## config.mk

```make
export PLATFORM = sky130hd
export DESIGN_NAME = aap_fetch
export DESIGN_NICKNAME = d
export VERILOG_FILES = /design/src/rtl/aap_fetch.sv
export SDC_FILE = /design/constraint.sdc
export NUM_CORES = 1
export LEC_CHECK = 0
export CORE_MARGIN = 4
export CORE_UTILIZATION = 49
export DETAILED_ROUTE_END_ITERATION = 8
export GPL_TIMING_DRIVEN = 1
export PLACE_DENSITY_LB_ADDON = 0.05
export RECOVER_POWER = 25
export SETUP_SLACK_MARGIN = 0.15
export SLEW_MARGIN = 20
export SYNTH_ARGS = -nofsm -noshare
export SYNTH_HDL_FRONTEND = slang
export SYNTH_SLANG_ARGS = --single-unit
```

## constraint.sdc

```tcl
create_clock -name clock -period 2.8 [get_ports clock]
set_input_delay 0.56 -clock clock [delete_from_list [all_inputs] [get_ports clock]]
set_output_delay 0.56 -clock clock [all_outputs]
set_load 0.02 [all_outputs]
```

## src/rtl/aap_fetch.sv

```systemverilog
// AAP instruction fetch stage: pulls 16-bit halfwords from instruction
// memory, assembles 16/32-bit instructions and hands them to decode.
module aap_fetch #(
    parameter int                  PC_WIDTH = 24,
    parameter logic [PC_WIDTH-1:0] RESET_PC = '0
) (
    input  logic                clock,
    input  logic                reset,
    output logic                imem_req,
    output logic [PC_WIDTH-1:0] imem_addr,
    input  logic                imem_ack,
    input  logic [15:0]         imem_rdata,
    output logic [31:0]         fetchoutput,
    output logic [PC_WIDTH-1:0] fetch_pc,
    output logic                fetch_is32,
    output logic                fetch_valid,
    input  logic                fetch_ready,
    input  logic                redirect_valid,
    input  logic [PC_WIDTH-1:0] redirect_pc
);

    typedef enum logic [2:0] {
        ISSUE_LO,
        WAIT_LO,
        ISSUE_HI,
        WAIT_HI,
        HOLD
    } state_t;

    state_t              state_q, state_d;
    logic [PC_WIDTH-1:0] pc_q, pc_d;
    logic                drop_q, drop_d;
    logic [15:0]         lo_q, lo_d;
    logic [31:0]         out_q, out_d;
    logic [PC_WIDTH-1:0] fpc_q, fpc_d;
    logic                is32_q, is32_d;
    logic                valid_q, valid_d;

    logic                req_c;
    logic                waiting;
    logic [PC_WIDTH-1:0] pc_hi;
    logic [PC_WIDTH-1:0] pc_step;

    assign waiting = (state_q == WAIT_LO) || (state_q == WAIT_HI);
    assign pc_hi   = pc_q + PC_WIDTH'(1);
    assign pc_step = {{(PC_WIDTH-2){1'b0}}, is32_q, ~is32_q};

    // A stale response must drain before a new request may go out.
    assign req_c = ((state_q == ISSUE_LO) && !drop_q) || (state_q == ISSUE_HI);

    // Request strobe and address; held at zero while reset is asserted.
    always_comb begin
        imem_req  = reset & req_c;
        imem_addr = '0;
        if (imem_req) begin
            imem_addr = (state_q == ISSUE_HI) ? pc_hi : pc_q;
        end
    end

    assign fetchoutput = out_q;
    assign fetch_pc    = fpc_q;
    assign fetch_is32  = is32_q;
    assign fetch_valid = valid_q;

    // Next-state, pc and decode-bundle logic; redirect overrides everything.
    always_comb begin
        state_d = state_q;
        pc_d    = pc_q;
        drop_d  = drop_q;
        lo_d    = lo_q;
        out_d   = out_q;
        fpc_d   = fpc_q;
        is32_d  = is32_q;
        valid_d = valid_q;
        if (redirect_valid) begin
            pc_d    = redirect_pc;
            valid_d = 1'b0;
            state_d = ISSUE_LO;
            if (waiting) begin
                drop_d = !imem_ack;
            end else if (req_c) begin
                drop_d = 1'b1;
            end else if (drop_q && imem_ack) begin
                drop_d = 1'b0;
            end
        end else begin
            unique case (state_q)
                ISSUE_LO: begin
                    if (drop_q) begin
                        if (imem_ack) drop_d = 1'b0;
                    end else begin
                        state_d = WAIT_LO;
                    end
                end
                WAIT_LO: begin
                    if (imem_ack) begin
                        lo_d = imem_rdata;
                        if (!imem_rdata[15]) begin
                            out_d   = {16'h0, imem_rdata};
                            fpc_d   = pc_q;
                            is32_d  = 1'b0;
                            valid_d = 1'b1;
                            state_d = HOLD;
                        end else begin
                            state_d = ISSUE_HI;
                        end
                    end
                end
                ISSUE_HI: begin
                    state_d = WAIT_HI;
                end
                WAIT_HI: begin
                    if (imem_ack) begin
                        out_d   = {imem_rdata, lo_q};
                        fpc_d   = pc_q;
                        is32_d  = 1'b1;
                        valid_d = 1'b1;
                        state_d = HOLD;
                    end
                end
                HOLD: begin
                    if (valid_q && fetch_ready) begin
                        pc_d    = pc_q + pc_step;
                        valid_d = 1'b0;
                        state_d = ISSUE_LO;
                    end
                end
                default: state_d = ISSUE_LO;
            endcase
        end
    end

    // State register; reset remembers a request left in flight.
    always_ff @(posedge clock) begin
        if (!reset) begin
            state_q <= ISSUE_LO;
            pc_q    <= RESET_PC;
            drop_q  <= waiting && !imem_ack;
            lo_q    <= '0;
            out_q   <= '0;
            fpc_q   <= '0;
            is32_q  <= 1'b0;
            valid_q <= 1'b0;
        end else begin
            state_q <= state_d;
            pc_q    <= pc_d;
            drop_q  <= drop_d;
            lo_q    <= lo_d;
            out_q   <= out_d;
            fpc_q   <= fpc_d;
            is32_q  <= is32_d;
            valid_q <= valid_d;
        end
    end

endmodule

```

* Word level (Yosys, flattened, before mapping)
Cells that the tools add are included.
** Storage, ports and cells
- Flip-flop bits (word level) :: 102
- Latch bits :: 0
- RAM bits :: 0
- Memory bits (read-only) :: 0
- Bits of input ports :: 45
- Output and inout bits :: 83
- Word-level logic and storage cells :: 80
- Memories :: 0
** Cells by class
- Add/subtract/negate cells :: 2
- $mul :: 0
- Divide/modulo/power cells :: 0
- Order comparisons :: 0
- Equal/unequal tests :: 11
- Shifts and indexed selects :: 0
- Mux-type cells :: 35
- Bitwise logic cells :: 4
- Reductions and logical operators :: 20
** Operators with widths (count)
- $mux W24 :: 8
- $mux W32 :: 3
- $pmux W32 S2 :: 1
- $pmux W24 S2 :: 1
- $add A24 B1 Y24 const B :: 1
- $add A24 B2 Y24 :: 1
- $mux W3 :: 5
- $pmux W3 S5 :: 1
- $mux W1 :: 14
- $ne A2 B2 Y1 const B :: 5
- $reduce_and A5 Y1 :: 2
- $eq A3 B2 Y1 const B :: 2
- $reduce_bool A2 Y1 :: 3
- $ne A5 B2 Y1 const B :: 1
- $logic_and A1 B1 Y1 :: 4
- $reduce_and A2 Y1 :: 2
- $reduce_and A4 Y1 :: 1
- $eq A3 B1 Y1 const B :: 1
- $eq A3 B3 Y1 const B :: 1
- $logic_not A3 Y1 :: 1
- $ne A3 B1 Y1 const B :: 1
- $not A1 Y1 :: 3
- $pmux W1 S3 :: 1
- $reduce_and A3 Y1 :: 1
- 6 further kinds :: 8

* Logic depth before layout (Yosys ltp)
- Depth after elaboration :: 7
- Gate-level depth with buffers :: 9

* Worst setup path after synthesis
Ideal clock, no wire load.
- Kind :: register -> output
- From :: register state_q[1]
- To :: output imem_addr[13]
- Data arrival time :: 2.233 ns
- Setup slack :: 0.007 ns
- Stages on the path, launching flop included :: 7
- Path through :: dfxtp_1 -> or3b_4 -> or4_1 -> clkbuf_1 -> buf_2 -> or3_1 -> a21oi_1
** On the way
- Word-level cells in the longest chain between the ends :: 5
- Elaborated cells on any way between the ends :: 7
- Those cells by class :: eq/ne: 1; mux: 2; bitwise: 1; reduce/logical: 3
** RTL lines
- from (decl) :: line 30 : state_t state_q, state_d;
- from (signal assigned) :: line 145 : state_q <= state_d;
- $logic_not A3 Y1 :: line 49 : assign req_c = ((state_q == ISSUE_LO) && !drop_q) || (state_q == ISSUE_HI);
- $logic_and A1 B1 Y1 :: line 49
- $logic_or A1 B1 Y1 :: line 49
- $and A1 B1 Y1 :: line 53 : imem_req = reset & req_c;
- $mux W24 * :: line 55 : if (imem_req) begin
- to (decl) :: line 10 : output logic [PC_WIDTH-1:0] imem_addr,
Mark *: on every way between the ends. The rest lies on a longest branch, timed or not.

* Final worst setup path
- From :: register state_q[0]
- To :: output imem_addr[13]
The elaborated chain is that of the path after synthesis.

==> flow_metrics.tcl <==
set metrics [dict create \
    avgSynthCellArea_um2 8.16 \
    period_share_pct 107 \
    drt-wirelength-per-cell_um 18.6 \
    cts.hold.buffers_added 0 \
    row_count 35 \
    drtPass1Iterations 5 \
    place_inst 850 \
    fin_cells 888 \
    syn_area_mm2 0.00483 \
    hold_depth 2 \
    finalCriticalPeriod_ns 2.98 \
    met2_wirelength_um 8310 \
    drive_above_1_share_pct 23.2 \
    cp-startpoint "state_q[0]" \
    failed_checks "setup timing" \
    synth_top_area_cell "dfxtp_1" \
    via_count 5265 \
    ctsRootBufferMaster "clkbuf_8" \
    antenna_found_initial 0 \
    ys_ff_latch 102 \
    cts_sinks 102 \
    synth_nets 641 \
    maxCapViolations 0 \
    ys.flop_type "dfxtp_1" \
    grt_pass1_vias 5227 \
    ys_seq_area_share_pct 42.5 \
    finClkSkew_ns 0.0170 \
    met1_length_um 6390 \
    rrSetupSlack_ns 0.19 \
    p_switching_uw 951 \
    synth_common_cells "dfxtp_1 (101), nand2_1 (69), nor2_1 (64)" \
    cts_tree "yes" \
    highest_layer "met4" \
    die_w_um 107 \
    rsz0062_at_grt "yes" \
    yosysWarnings 0 \
    final_nets 803 \
    path_class "reg2out" \
    synth-edff-count 1 \
    finalSetupViolCount 14 \
    insertion_delay_ns 0.38 \
    route.antenna.remaining_nets 0 \
    hp-class "reg2reg" \
    final_util_pct 78.1 \
    power_frac_comb_pct 20.3 \
    synthCells 592 \
    slew_headroom_pct 31.2 \
    finalWeightedCongestion 0.911 \
    routed_wl_um 16500 \
    power.leakage_uw 0.00268 \
    yosysMostFrequentCell "dfxtp_1" \
    fp.dieH_um 107 \
    netlist_top_cells_area "dfxtp_1 (42%), mux2i_1 (6.6%), nand2_1 (5.4%), a21oi_1 (5.3%), nor2_1 (5.0%)" \
    r2r-end "pc_q[23]" \
    dpl.hpwl_um 10600 \
    tightest_slew_ns 1.03 \
    outcome "finished with violations" \
    cp-start-kind "flip-flop" \
    cp.arrival_ns 2.42 \
    hold_end "fetch_pc[20]" \
    crit_path_end_kind "output port" \
    reg2reg_from "state_q[2]" \
    pwr-share-clk_pct 31.4 \
    cts_made_buffers 9 \
    seq_power_share_pct 48.2 \
    start_util_pct 51.3 \
    synthArstFlopShare_pct 0 \
    clk_pin_slew_ns 0.11 \
    core_mm2 0.00942 \
    grt_usage_pct 27.0 \
    cts_max_level 3 \
    p_per_area_mw_per_mm2 433 \
    wl_met3_um 1330 \
    r2r_cells 8 \
    fin_hold_ws_ns 0.461 \
    cell_internal_pwr_uw 2230 \
    via_per_inst 5.93 \
    pin_count 128 \
    grt_first_pass_wirelength_um 25200 \
    drt_iter0_drc 285 \
    setup_slack_ns -0.185 \
    final-hold-violation-count 0 \
    port_buffers 127 \
    cts.path.max_buffers 2 \
    required_ns 2.24 \
    p_sw_share_pct 29.9 \
    die-area_mm2 0.0115 \
    diodes 0 \
    critPathMaxFanout 7 \
    maxSlewViolCount 0 \
    synth_cell_type_count 44 \
    clock.fmax_mhz 335 \
    synth_top_area_share_pct 41.9 \
    grt_overflow 0 \
    hold_start "fetch_pc[20]" \
    area_growth_pct 52.3 \
    ir_worst_vdd_v 0.000344 \
    grt_start_max_net_pins 50 \
    route.detailed.drc 0 \
]
## layout make-up
type	instances	area, µm²
Clock inverter	6	67.6
Multi-Input combinational cell	432	2870
Inverter	6	25.0
Clock buffer	10	149
Timing Repair Buffer	203	2030
Sequential cell	102	2060
Tap cell	129	161
Fill cell	665	2060
## repair_timing
action                                  4_1_cts  5_1_grt
pin swaps                                    16       10
endpoints found under the setup margin       25       31
resized for setup                           189       33
setup buffers                                12        7
gates cloned                                  2        1
## kinds of logic after synthesis
group                      Yosys count  synth area share [%]
and+or+nand+nor                    222                  22.8
AOI/OAI and AO/OA                  159                  19.4
DFF                                102                  42.5
buffers and inverters               59                  4.87
muxes                               32                  6.63
xor gates and xnor gates            14                  2.54
adders and majority gates            4                  1.19
## layer usage
layer / vias to the layer above / GRT usage [%]
li1: 2450 / -
met3: 57 / 7.32
met5: - / 0
met1: 2517 / 31.4
met2: 241 / 47.4
met4: 0 / 9.68
## placed cells by master, fill, tap and decap left out, types with 12 or more instances in the layout
| master | count |
|---|---|
| a21oi_4 | 12 |
| a21oi_1 | 35 |
| nand2_1 | 68 |
| o21ai_0 | 44 |
| or3_1 | 19 |
| nor2_1 | 58 |
| dlygate4sd3_1 | 33 |
| a22oi_1 | 17 |
| mux2i_1 | 32 |
| buf_4 | 62 |
| clkdlybuf4s50_1 | 68 |
| a31oi_1 | 16 |
| a211oi_1 | 15 |
| buf_6 | 24 |
| dfxtp_1 | 95 |
## registers in the layout, indices dropped and copies added, names as in the netlist
signal       flops
lo_q            16
state_q          3
fetchoutput     32
fetch_is32       1
drop_q           1
fetch_pc        24
pc_q            24
fetch_valid      1
## power by group through the flow
stage	clock network, µW	registers [µW]	logic, µW
2_1_floorplan	0	1560	231
3_3_place_gp	0	1560	458
3_5_place_dp	0	1560	467
4_1_cts	1010	1530	592
5_1_grt	1070	1540	682
6_report	1000	1540	647
## critical path, cell delays in order (launching register included)
cell and delay [ns]:
dfxtp_1 0.33, or3b_4 0.42, or4_4 0.50, buf_6 0.16, or3_1 0.37, a21oi_2 0.12
buf_4 0.15
## worst max-delay path by stage
stage                    end  slack (ns)  depth (start not counted)
6_report       imem_addr[13]       -0.18                          6
5_1_grt        imem_addr[13]       -0.26                          6
2_1_floorplan  imem_addr[13]        0.10                          6
3_5_place_dp   imem_addr[22]       -0.52                          6
4_1_cts        imem_addr[13]       -0.23                          6
3_3_place_gp   imem_addr[18]       -0.45                          6
## per-stage QoR
stage          worst slack, ns  cell area, µm²  power, µW  TNS (ns)
2_1_floorplan            0.102            4890       1790         0
3_3_place_gp            -0.450            6580       2020    -10.63
3_5_place_dp            -0.516            6580       2030    -11.28
4_1_cts                 -0.227            7170       3130     -1.77
5_1_grt                 -0.261            7360       3290     -2.21
6_report                -0.185            7360       3190     -1.23
Note: power is estimated with default switching activity, not from simulation.
